**src/rtl/ysyx_23060332_seq_ctrl.sv**
```systemverilog
// Multi-cycle IF->EX->(LS)->WB sequencer that owns the shared memory port for the ysyx_23060332 core.
// Optional memory watchdog enabled by defining YSYX_23060332_CTRL_TIMEOUT_EN.
module ysyx_23060332_seq_ctrl #(
  parameter int ADDR_W         = 32,
  parameter int DATA_W         = 32,
  parameter int TIMEOUT_CYCLES = 255
) (
  input  logic              clk,
  input  logic              rst,
  input  logic [ADDR_W-1:0] pc_i,
  input  logic              is_load_i,
  input  logic              is_store_i,
  input  logic              halt_i,
  input  logic [ADDR_W-1:0] ls_addr_i,
  input  logic [DATA_W-1:0] ls_wdata_i,
  input  logic [3:0]        ls_wmask_i,
  output logic              mem_req_o,
  output logic              mem_we_o,
  output logic [ADDR_W-1:0] mem_addr_o,
  output logic [DATA_W-1:0] mem_wdata_o,
  output logic [3:0]        mem_wmask_o,
  input  logic              mem_gnt_i,
  input  logic              mem_rvalid_i,
  input  logic [DATA_W-1:0] mem_rdata_i,
  output logic [DATA_W-1:0] inst_o,
  output logic [DATA_W-1:0] load_data_o,
  output logic              reg_commit_o,
  output logic              pc_wen_o,
  output logic [63:0]       instret_o,
  output logic              halted_o,
  output logic              error_o
);

  typedef enum logic [3:0] {
    IDLE, IF_REQ, IF_WAIT, EX, LS_REQ, LS_WAIT, WB, HALT, ERR
  } state_t;

  state_t state, next_state;
  logic   ls_load;
  logic   unused_bits;

  // PC low bits are always forced to word alignment; the watchdog limit is only read with the macro.
  assign unused_bits = ^{pc_i[1:0], TIMEOUT_CYCLES};

`ifdef YSYX_23060332_CTRL_TIMEOUT_EN
  localparam int TO_W = $clog2(TIMEOUT_CYCLES + 1);
  logic [TO_W-1:0] to_cnt;
  logic            in_txn;
  logic            to_hit;

  assign in_txn = (state == IF_REQ) || (state == IF_WAIT) ||
                  (state == LS_REQ) || (state == LS_WAIT);
  assign to_hit = in_txn && (to_cnt == TO_W'(TIMEOUT_CYCLES - 1));

  always_ff @(posedge clk or negedge rst) begin
    if (!rst) begin
      to_cnt <= '0;
    end else if ((next_state == IF_REQ || next_state == LS_REQ) && next_state != state) begin
      to_cnt <= '0;
    end else if (in_txn) begin
      to_cnt <= to_cnt + TO_W'(1);
    end
  end

  always_ff @(posedge clk or negedge rst) begin
    if (!rst) error_o <= 1'b0;
    else if (next_state == ERR) error_o <= 1'b1;
  end
`else
  assign error_o = 1'b0;
`endif

  always_ff @(posedge clk or negedge rst) begin
    if (!rst) state <= IDLE;
    else      state <= next_state;
  end

  always_comb begin
    next_state = state;
    case (state)
      IDLE:    next_state = IF_REQ;
      IF_REQ:  if (mem_gnt_i) next_state = IF_WAIT;
      IF_WAIT: if (mem_rvalid_i) next_state = EX;
      EX: begin
        if (halt_i)                      next_state = HALT;
        else if (is_load_i || is_store_i) next_state = LS_REQ;
        else                             next_state = WB;
      end
      LS_REQ:  if (mem_gnt_i) next_state = LS_WAIT;
      LS_WAIT: if (mem_rvalid_i) next_state = WB;
      WB:      next_state = IF_REQ;
      HALT:    next_state = HALT;
      ERR:     next_state = ERR;
      default: next_state = IDLE;
    endcase
`ifdef YSYX_23060332_CTRL_TIMEOUT_EN
    if (to_hit) next_state = ERR;
`endif
  end

  // Request fields are pure decodes of the registered state, so they hold until gnt.
  always_comb begin
    mem_req_o   = 1'b0;
    mem_we_o    = 1'b0;
    mem_addr_o  = '0;
    mem_wdata_o = '0;
    mem_wmask_o = 4'b0000;
    case (state)
      IF_REQ: begin
        mem_req_o  = 1'b1;
        mem_addr_o = {pc_i[ADDR_W-1:2], 2'b00};
      end
      LS_REQ: begin
        mem_req_o   = 1'b1;
        mem_we_o    = is_store_i;
        mem_addr_o  = ls_addr_i;
        mem_wdata_o = ls_wdata_i;
        mem_wmask_o = is_store_i ? ls_wmask_i : 4'b0000;
      end
      default: ;
    endcase
  end

  always_ff @(posedge clk or negedge rst) begin
    if (!rst) begin
      inst_o      <= '0;
      load_data_o <= '0;
      ls_load     <= 1'b0;
    end else begin
      if (state == IF_WAIT && mem_rvalid_i) inst_o <= mem_rdata_i;
      if (state == EX) ls_load <= is_load_i && !is_store_i;
      if (state == LS_WAIT && mem_rvalid_i && ls_load) load_data_o <= mem_rdata_i;
    end
  end

  // Retire strobes are flops loaded from the next-state decode: glitch-free and high only in WB.
  always_ff @(posedge clk or negedge rst) begin
    if (!rst) begin
      reg_commit_o <= 1'b0;
      pc_wen_o     <= 1'b0;
      instret_o    <= 64'd0;
      halted_o     <= 1'b0;
    end else begin
      reg_commit_o <= (next_state == WB);
      pc_wen_o     <= (next_state == WB);
      if (next_state == WB) instret_o <= instret_o + 64'd1;
      if (next_state == HALT) halted_o <= 1'b1;
    end
  end

endmodule

```
**config.mk**
```make
export PLATFORM = sky130hd
export DESIGN_NAME = ysyx_23060332_seq_ctrl
export DESIGN_NICKNAME = d
export VERILOG_FILES = /design/src/rtl/ysyx_23060332_seq_ctrl.sv
export SDC_FILE = /design/constraint.sdc
export NUM_CORES = 1
export LEC_CHECK = 0
export ABC_AREA = 1
export CAP_MARGIN = 20
export CORE_ASPECT_RATIO = 2
export CORE_MARGIN = 3
export CORE_UTILIZATION = 39
export DETAILED_ROUTE_END_ITERATION = 16
export GPL_TIMING_DRIVEN = 0
export PLACE_DENSITY_LB_ADDON = 0.2
export SLEW_MARGIN = 20
export SYNTH_ARGS = -nofsm -noshare
export SYNTH_HDL_FRONTEND = slang
export SYNTH_SLANG_ARGS = --single-unit
```
**constraint.sdc**
```tcl
create_clock -name clk -period 1.98 [get_ports clk]
set_clock_uncertainty 0.15 [all_clocks]
set_input_delay 0.396 -clock clk [delete_from_list [all_inputs] [get_ports clk]]
set_output_delay 0.396 -clock clk [all_outputs]
set_load 0.1 [all_outputs]
```
Word level (Yosys, flattened, before mapping)
Index checks and enable logic that the tools add are counted.
{ "word_totals": {"register_bits": 135, "latchBits": 0, "ramBits": 0, "rom_bits": 0, "input_bits": 139, "output_inout_bits": 202, "wordCells": 40, "n_memories": 0} }
{ "op_classes": {"addsub": 1, "n_mul": 0, "n_div": 0, "n_lt_le_gt_ge": 0, "n_eq_ne": 10, "shifts": 0, "mux": 13, "n_bitwise": 0, "reduce_logical": 9} }
{ "op_table": {"columns": ["cell", "n"], "rows": [
  ["$add 64x1->64 const B", 1],
  ["$pmux 32 s2", 1],
  ["$mux 32", 1],
  ["$pmux 4 s8", 1],
  ["$eq 4x3->1 const B", 6],
  ["$mux 4", 6],
  ["$eq 4x2->1 const B", 2],
  ["$eq 4x1->1 const B", 1],
  ["$eq 4x4->1 const B", 1],
  ["$logic_and 1x1->1", 4],
  ["$logic_not 4->1", 1],
  ["$mux 2", 2],
  ["$reduce_or 2->1", 2],
  ["$mux 1", 2],
  ["$logic_not 1->1", 1],
  ["$logic_or 1x1->1", 1]
]} }

Longest topological paths before layout
Gate-level depths: netlist of run 1.
{ "depth": {"word_depth": 5, "depth_mapped": 12, "ltp_nobuf": 11} }

Least setup slack after synthesis of run 1
No wires, ideal clock.
{ "synth_path": {"path_type": "reg2out", "start": "register state[1]", "end": "output port mem_addr_o[0]", "arrival_time_ns": 2.362, "required_ns": 1.434, "slack_ns": -0.928, "stages_incl_launch_ff": 7, "path_buffers": 1, "path_cell_list": "dfrtp_1 nor2_1 inv_1 nor2_1 inv_1 clkbuf_1 nor2_1"} }
{ "synth_between": {"elab_chain_cells": 2, "word_cells_on_any_way": 3, "classes_between": "eq/ne (2); mux (1)"} }
{ "synth_rtl": {"columns": ["item", "line_no", "source"], "rows": [
  ["start: declaration", "38", "state_t state, next_state;"],
  ["start signal: assignment", "75", "else state <= next_state;"],
  ["$eq 4x3->1 or $eq 4x1->1 (tied branches)", "108", "case (state)"],
  ["$pmux 32 s2 (*)", "108", null],
  ["end: declaration", "19", "output logic [ADDR_W-1:0] mem_addr_o,"]
]} }
Mark *: on every way between the ends. The rest lies on a longest branch, timed or not.

Final worst setup path of run 1
{ "layout_path": {"start": "register state[0]", "end": "output port mem_addr_o[7]"} }
The elaborated chain is that of the path after synthesis.

==> results of run 1 <==
## metrics by stage
step	worst slack (ps)	total power, mW	std cells	utilization
2_1_floorplan	-144	15.7	1181	-
3_3_place_gp	-6060	19.4	1780	0.611
3_5_place_dp	-1170	19.5	1781	0.613
4_1_cts	-416	24.8	1847	0.703
5_1_grt	-461	26.0	1855	0.712
6_report	-422	25.3	1855	0.712
## routing by layer
metal / up-vias / share of wire / GRT usage
met5: - / 0 / 0
met4: 0 / 0.087 / 0.254
met3: 157 / 0.074 / 0.0714
met2: 497 / 0.54 / 0.613
met1: 4489 / 0.30 / 0.293
li1: 4518 / - / -
## path summary, 6_finish.rpt
kind                            cells after the start  slack [ps]                  startpoint                    endpoint
worst max register to register                     15        -330          state[1]$_DFF_PN0_   instret_o[42]$_DFFE_PN0N_
worst min register to register                      2         330  load_data_o[4]$_DFFE_PN0P_  load_data_o[4]$_DFFE_PN0P_
worst min-delay path                                2         300                         rst       inst_o[8]$_DFFE_PN0P_
worst max-delay path                                6        -420          state[0]$_DFF_PN0_               mem_addr_o[7]
min in group clk                                    2         330  load_data_o[4]$_DFFE_PN0P_  load_data_o[4]$_DFFE_PN0P_
max in group asynchronous                           3         560                         rst   instret_o[18]$_DFFE_PN0N_
## cells in the final DEF, fill, tap and decap left out, types with 30 or more instances in the layout
| cell type | count |
|---|---|
| sky130_fd_sc_hd__inv_1 | 136 |
| sky130_fd_sc_hd__clkdlybuf4s15_2 | 86 |
| sky130_fd_sc_hd__buf_2 | 37 |
| sky130_fd_sc_hd__nand2_1 | 425 |
| sky130_fd_sc_hd__dfrtp_2 | 53 |
| sky130_fd_sc_hd__a32o_2 | 30 |
| sky130_fd_sc_hd__o21ai_0 | 65 |
| sky130_fd_sc_hd__clkdlybuf4s50_1 | 135 |
| sky130_fd_sc_hd__dfrtp_1 | 73 |
| sky130_fd_sc_hd__buf_12 | 74 |
| sky130_fd_sc_hd__nand3_1 | 68 |
| sky130_fd_sc_hd__nor2_4 | 50 |
| sky130_fd_sc_hd__nor2_1 | 127 |
## cell type report
cell class,instances,share of cell area
repair buffers,382,0.323
multi-input cells,863,0.305
flip-flops and latches,135,0.244
inverters,142,0.0383
clock buffers,21,0.0309
plain buffers,39,0.0296
well taps,262,0.0230
clock inverters,11,0.00545
## cells by family (layout without fill, tap and decap cells)
family / after synthesis / count (layout) / share of synthesized area
flip-flops: 135 / 135 / 0.422
AND/OR/NAND/NOR: 731 / 731 / 0.374
other: 1 / 1 / 0.000468
adder cells (fa/ha/maj): 1 / 1 / 0.00156
XOR/XNOR: 18 / 18 / 0.0197
buffers and inverters: 183 / 595 / 0.0927
AO/OA/AOI/OAI: 112 / 112 / 0.0899
## sequential cells by signal, summed over array words and instances (netlist names)
signal	flops
instret_o	64
inst_o	32
load_data_o	32
state	4
halted_o	1
ls_load	1
pc_wen_o	1
## power by group through the flow
stage	clock, mW	sequential, mW	combinational, mW
after floorplan	0	9.67	6.05
after global placement	0	4.32	15.1
after detailed placement	0	4.33	15.2
after CTS	2.91	4.30	17.6
after global routing	3.02	4.40	18.6
final	2.87	4.31	18.1
## what timing repair did
| action | 4_1_cts | 5_1_grt |
|---|---|---|
| cloned | 9 | 2 |
| endpoints found under the hold margin | 45 | 0 |
| hold buffers | 1 | 0 |
| gates resized for setup | 1200 | 49 |
| setup buffers | 25 | 8 |
| endpoints found under the setup margin | 329 | 217 |
| pin swaps | 9 | 10 |
==> summary.md, run 1 <==
| Metric | Value |
|---|---|
| Status | `finished with violations` |
| Violated checks | `setup timing` |
| Maximum number of pins on one net before global-route repair | `91` |
| Ys flop type | `sky130_fd_sc_hd__dfrtp_1` |
| Most instantiated library cell after synthesis | `sky130_fd_sc_hd__nand2_1` |
| Cells taking the most area after synthesis | `sky130_fd_sc_hd__dfrtp_1 42%, sky130_fd_sc_hd__nand2_1 20%, sky130_fd_sc_hd__nor2_1 8.4%` |
| Placed wire-length estimate after detailed placement | `27.1 mm` |
| Post-synthesis to final-layout area growth | `77.9%` |
| Min-delay worst type | `in2async` |
| Number of global-route vias before repair | `9949` |
| Max Slew Vio Count | `0` |
| Clock sink count | `135` |
| Fraction of power spent switching nets | `0.580` |
| Data required time at the worst endpoint | `1430 ps` |
| 1st-pass router iterations | `7` |
| Internal power of the cells | `approximately 11 mW` |
| Mean area per synthesized cell | `6.78 um^2` |
| Number of warnings printed during yosys synthesis | `0` |
| Die extent in y | `209 um` |
| EDFF count, synth | `0` |
| Placeable core region | `0.0200 mm^2` |
| Sequential standard cell area | `0.00348 mm^2` |
| Netlist Area Pre-Place | `0.00801 mm^2` |
| Number of endpoints with negative hold slack in the final report | `0` |
| Global Route Usage Sum | `0.328` |
| Total inserted antenna cells | `0` |
| Congestion Overflow GR | `0` |
| Most frequent cell on the critical path | `sky130_fd_sc_hd__nor2_4` |
| Clock Power Share | `0.114` |
| Normalized max-slew margin | `0.572` |
| Placement-stage cell area | `0.0123 mm^2` |
| Setup TNS | `-41450 ps` |
| Number of setup violations in the final report | `135` |
| Syn nets | `1321` |
| Maximum net fanout on the critical path | `10` |
| Antenna violations before repair | `0` |
| Unrepaired setup endpoints after global routing | `yes` |
| Via count normalized by instance count | `5.21` |
| Final WS setup | `-422 ps` |
| Number of fill cells | `1500` |
| # port buffers | `337` |
| DRC viols | `0` |
| Number of H-tree branching levels | `4` |
| Chip Width | `107 um` |
| Min Clock Period, post-route | `2400 ps` |
| DRT iter0 DRCs | `just under 600` |
| Share of the synthesized area in the top cell type | `0.422` |
| Total number of nets in the final design | `1720` |
| CP cell instances | `nor2_4 > inv_2 > nor2_4 > clkbuf_4 > a32o_2 > buf_12` |
| Worst hold margin | `304 ps` |
| Count of unique library cells instantiated by Yosys | `27` |
| Final RePlAce weighted congestion | `0.980` |
| Initial core utilization | `0.400` |
| Transition at the pin with the smallest max-transition slack | `640 ps` |
| Share of post-route cells with drive strength above 1 | `0.303` |
| List of most frequent post-synthesis cells | `431 x sky130_fd_sc_hd__nand2_1, 180 x sky130_fd_sc_hd__nor2_1, 139 x sky130_fd_sc_hd__inv_1, 135 x sky130_fd_sc_hd__dfrtp_1, 72 x sky130_fd_sc_hd__o21ai_0` |
| Cell at the root of the clock tree | `sky130_fd_sc_hd__clkbuf_16` |
| Clock input transition at the sequential cells of the worst setup and hold paths | `roughly 60 ps` |
| Combinational Power Share | `0.716` |
| CP Capture Type | `output pin` |
| Final routed wirelength across all metal layers | `37.8 mm` |
| Die ar. | `around 0.022 mm^2` |
| Drt wl/cell | `slightly above 20 um` |
| Post-route cell area | `around 0.014 mm^2` |
| Yosys top cell by area | `sky130_fd_sc_hd__dfrtp_1` |
| Cts bufs inserted | `17` |
| IR drop worst, VDD | `1.36 mV` |
| Vias after detailed routing | `9661` |
| Achievable frequency | `416 MHz` |
| Multi-input logic area | `~0.0043 mm^2` |
| Critical path's largest stage delay | `420 ps` |
| Leakage | `about 6.4 nW` |
| Standard cell with the maximum stage delay on the critical path | `sky130_fd_sc_hd__dfrtp_2` |
| Clock latency of the later-clocked register in the worst-skew pair | `between 400 and 500 ps` |
| Row cnt | `73` |
| Num ports | `341` |
| Count of buffering cells on the critical path with inverters included | `3` |
| Synth async-reset ratio | `1.00` |
| Wire length of the first global-routing pass | `55.6 mm` |
| WS Path Type | `reg2out` |
| Post-synthesis register bit count | `135` |
| Reg power frac | `0.171` |
| CTS tree | `yes` |
| Cell class contributing the biggest share of worst-path delay | `buffers and inverters` |
| Residual antenna-violating net count after detailed routing | `0` |
| Data arrival at the endpoint of the critical path | `1860 ps` |
| Crit share post-route | `1.21` |
| Power spent charging and discharging nets | `14.7 mW` |
| Crit path launch type | `flop` |
| Clk buf depth | `2` |
| Max-cap violations | `0` |
| Sequential element share of the synthesized area | `0.422` |
| Power per cell area | `1780 mW/mm^2` |
| Cell count after synthesis | `~1200` |
No activity file was read; power rests on OpenSTA's default activity.
==> run 2: changes to the inputs <==
SLEW_MARGIN = 40   (was 20)
==> summary.md, run 2 (synthesized netlist as in run 1, its figures left out) <==
| Metric | Value |
|---|---|
| Clk buf depth | `2` |
| Die extent in y | `between 200 and 250 um` |
| Unrepaired setup endpoints after global routing | `yes` |
| 1st-pass router iterations | `7` |
| Antenna violations before repair | `2` |
| Global Route Usage Sum | `0.340` |
| Transition at the pin with the smallest max-transition slack | `between 500 and 600 ps` |
| Maximum number of pins on one net before global-route repair | `75` |
| Vias after detailed routing | `9838` |
| Count of buffering cells on the critical path with inverters included | `3` |
| Power per cell area | `1840 mW/mm^2` |
| Fraction of power spent switching nets | `0.578` |
| DRC viols | `0` |
| Max Slew Vio Count | `0` |
| Via count normalized by instance count | `5.27` |
| Final core utilization | `0.710` |
| Standard cell with the maximum stage delay on the critical path | `sky130_fd_sc_hd__dfrtp_2` |
| Row cnt | `73` |
| Crit share post-route | `1.25` |
| Registers with the highest flip-flop counts | `instret_o (64), inst_o (32), load_data_o (32)` |
| Max-cap violations | `0` |
| Number of global-route vias before repair | `10200` |
| Drt wl/cell | `20.9 um` |
| Number of endpoints with negative hold slack in the final report | `0` |
| Violated checks | `setup timing` |
| Most common cell after layout, fill and taps aside | `sky130_fd_sc_hd__nand2_1` |
| Largest register by flop count | `instret_o` |
| Cell class contributing the biggest share of worst-path delay | `buffers and inverters` |
| Cell at the root of the clock tree | `sky130_fd_sc_hd__clkbuf_16` |
| Data arrival at the endpoint of the critical path | `1930 ps` |
| Power spent charging and discharging nets | `15.1 mW` |
| Total number of nets in the final design | `~1700` |
| Most frequent cell on the critical path | `sky130_fd_sc_hd__nor2_4` |
| Achievable frequency | `approximately 400 MHz` |
| Depth of the worst register-to-register path | `15` |
| Min-delay worst type | `in2async` |
| Num ports | `roughly 340` |
| DRT iter0 DRCs | `about 500` |
| Cts bufs inserted | `17` |
| Min Clock Period, post-route | `2470 ps` |
| Maximum net fanout on the critical path | `10` |
| Initial core utilization | `0.400` |
| Leakage | `6.64 nW` |
| Internal power of the cells | `11.0 mW` |
| Share of post-route cells with drive strength above 1 | `0.357` |
| Final RePlAce weighted congestion | `0.980` |
| IR drop worst, VDD | `1.72 mV` |
| Status | `finished with violations` |
| Final routed wirelength across all metal layers | `about 39 mm` |
| CP Capture Type | `output pin` |
| Placeable core region | `0.0200 mm^2` |
| Combinational Power Share | `0.702` |
| Critical path's largest stage delay | `roughly 450 ps` |
| Final WS setup | `-494 ps` |
| Reg power frac | `0.165` |
| Wire length of the first global-routing pass | `roughly 57 mm` |
| WS Path Type | `reg2out` |
| Setup TNS | `-44670 ps` |
| Clock Power Share | `0.133` |
| Clock input transition at the sequential cells of the worst setup and hold paths | `60 ps` |
| Most frequent cells in the layout | `367 x sky130_fd_sc_hd__nand2_1, 136 x sky130_fd_sc_hd__buf_2, 135 x sky130_fd_sc_hd__inv_1, 135 x sky130_fd_sc_hd__clkdlybuf4s50_1, 121 x sky130_fd_sc_hd__nor2_1` |
| Chip Width | `107 um` |
| Die ar. | `0.0224 mm^2` |
| Critical path depth in cells | `6` |
| Clock latency of the later-clocked register in the worst-skew pair | `430 ps` |
| Congestion Overflow GR | `0` |
| # port buffers | `approximately 340` |
| Clock sink count | `~140` |
| Data required time at the worst endpoint | `approximately 1400 ps` |
| Placed wire-length estimate after detailed placement | `27.0 mm` |
| Post-synthesis to final-layout area growth | `77.5%` |
| Normalized max-slew margin | `0.644` |
| CTS tree | `yes` |
| Number of setup violations in the final report | `134` |
| Number of flip-flops under the largest register name | `64` |
| Crit path launch type | `flop` |
| CP cell instances | `nor2_4 > inv_2 > nor2_4 > clkbuf_4 > a32o_2 > buf_12` |
| Residual antenna-violating net count after detailed routing | `0` |
| Number of H-tree branching levels | `4` |
[run 2: worst paths after layout]
kind | startpoint | end | slack, ps
worst max-delay path | state[1]$_DFF_PN0_ | mem_addr_o[2] | -490
worst min-delay path | rst | inst_o[8]$_DFFE_PN0P_ | 340
worst max register to register | state[1]$_DFF_PN0_ | instret_o[40]$_DFFE_PN0N_ | -290
worst min register to register | inst_o[22]$_DFFE_PN0P_ | inst_o[22]$_DFFE_PN0P_ | 340
max in group asynchronous | rst | instret_o[19]$_DFFE_PN0N_ | 540
min in group clk | inst_o[22]$_DFFE_PN0P_ | inst_o[22]$_DFFE_PN0P_ | 340
[run 2: layout make-up]
type	count	area (um^2)
Multi-Input combinational cell	863	4610
Antenna cell	2	5.00
Clock inverter	14	198
Timing Repair Buffer	390	4170
Buffer	40	438
Inverter	142	553
Fill cell	1539	5800
Tap cell	262	328
Clock buffer	18	429
Sequential cell	135	3480
[run 2: through the flow]
step / hold slack (ps) / area, um^2 / setup slack (ps) / total power [mW] / cells
floorplan: -49.6 / 8520 / -144 / 15.7 / 1181
global placement: 315 / 12200 / -6060 / 19.4 / 1780
detailed placement: 221 / 11200 / -452 / 18.3 / 1781
CTS: 336 / 13900 / -411 / 25.4 / 1859
global route: 354 / 14200 / -550 / 26.8 / 1866
finish: 336 / 14200 / -494 / 26.1 / 1866
[run 2: repair_timing]
action	in CTS	in global routing
hold buffers	1	0
setup buffers	33	6
endpoints found under the hold margin	61	0
cloned	13	2
resized for setup	434	107
setup endpoints to repair	198	196
pin swaps	25	25
[run 2: worst reg2reg max path: cells and delay by family (launching register included)]
family / cells / cell delay [ps]
buffers and inverters: 7 / 840
DFF: 1 / 450
and+or+nand+nor: 8 / 750
[run 2: power by group through the flow]
stage | sequential, mW | clock (mW) | combinational, mW
floorplan | 9.67 | 0 | 6.05
global placement | 4.32 | 0 | 15.1
detailed placement | 4.30 | 0 | 14.0
CTS | 4.29 | 3.50 | 17.6
global route | 4.40 | 3.61 | 18.8
finish | 4.31 | 3.46 | 18.3
[run 2: metal layers]
layer  track usage  part of all wire  up-vias
met5             0                 0        -
met4         0.266              0.10        0
met3        0.0853             0.079      194
met2         0.632              0.53      537
met1         0.299              0.29     4571
li1              -                 -     4536
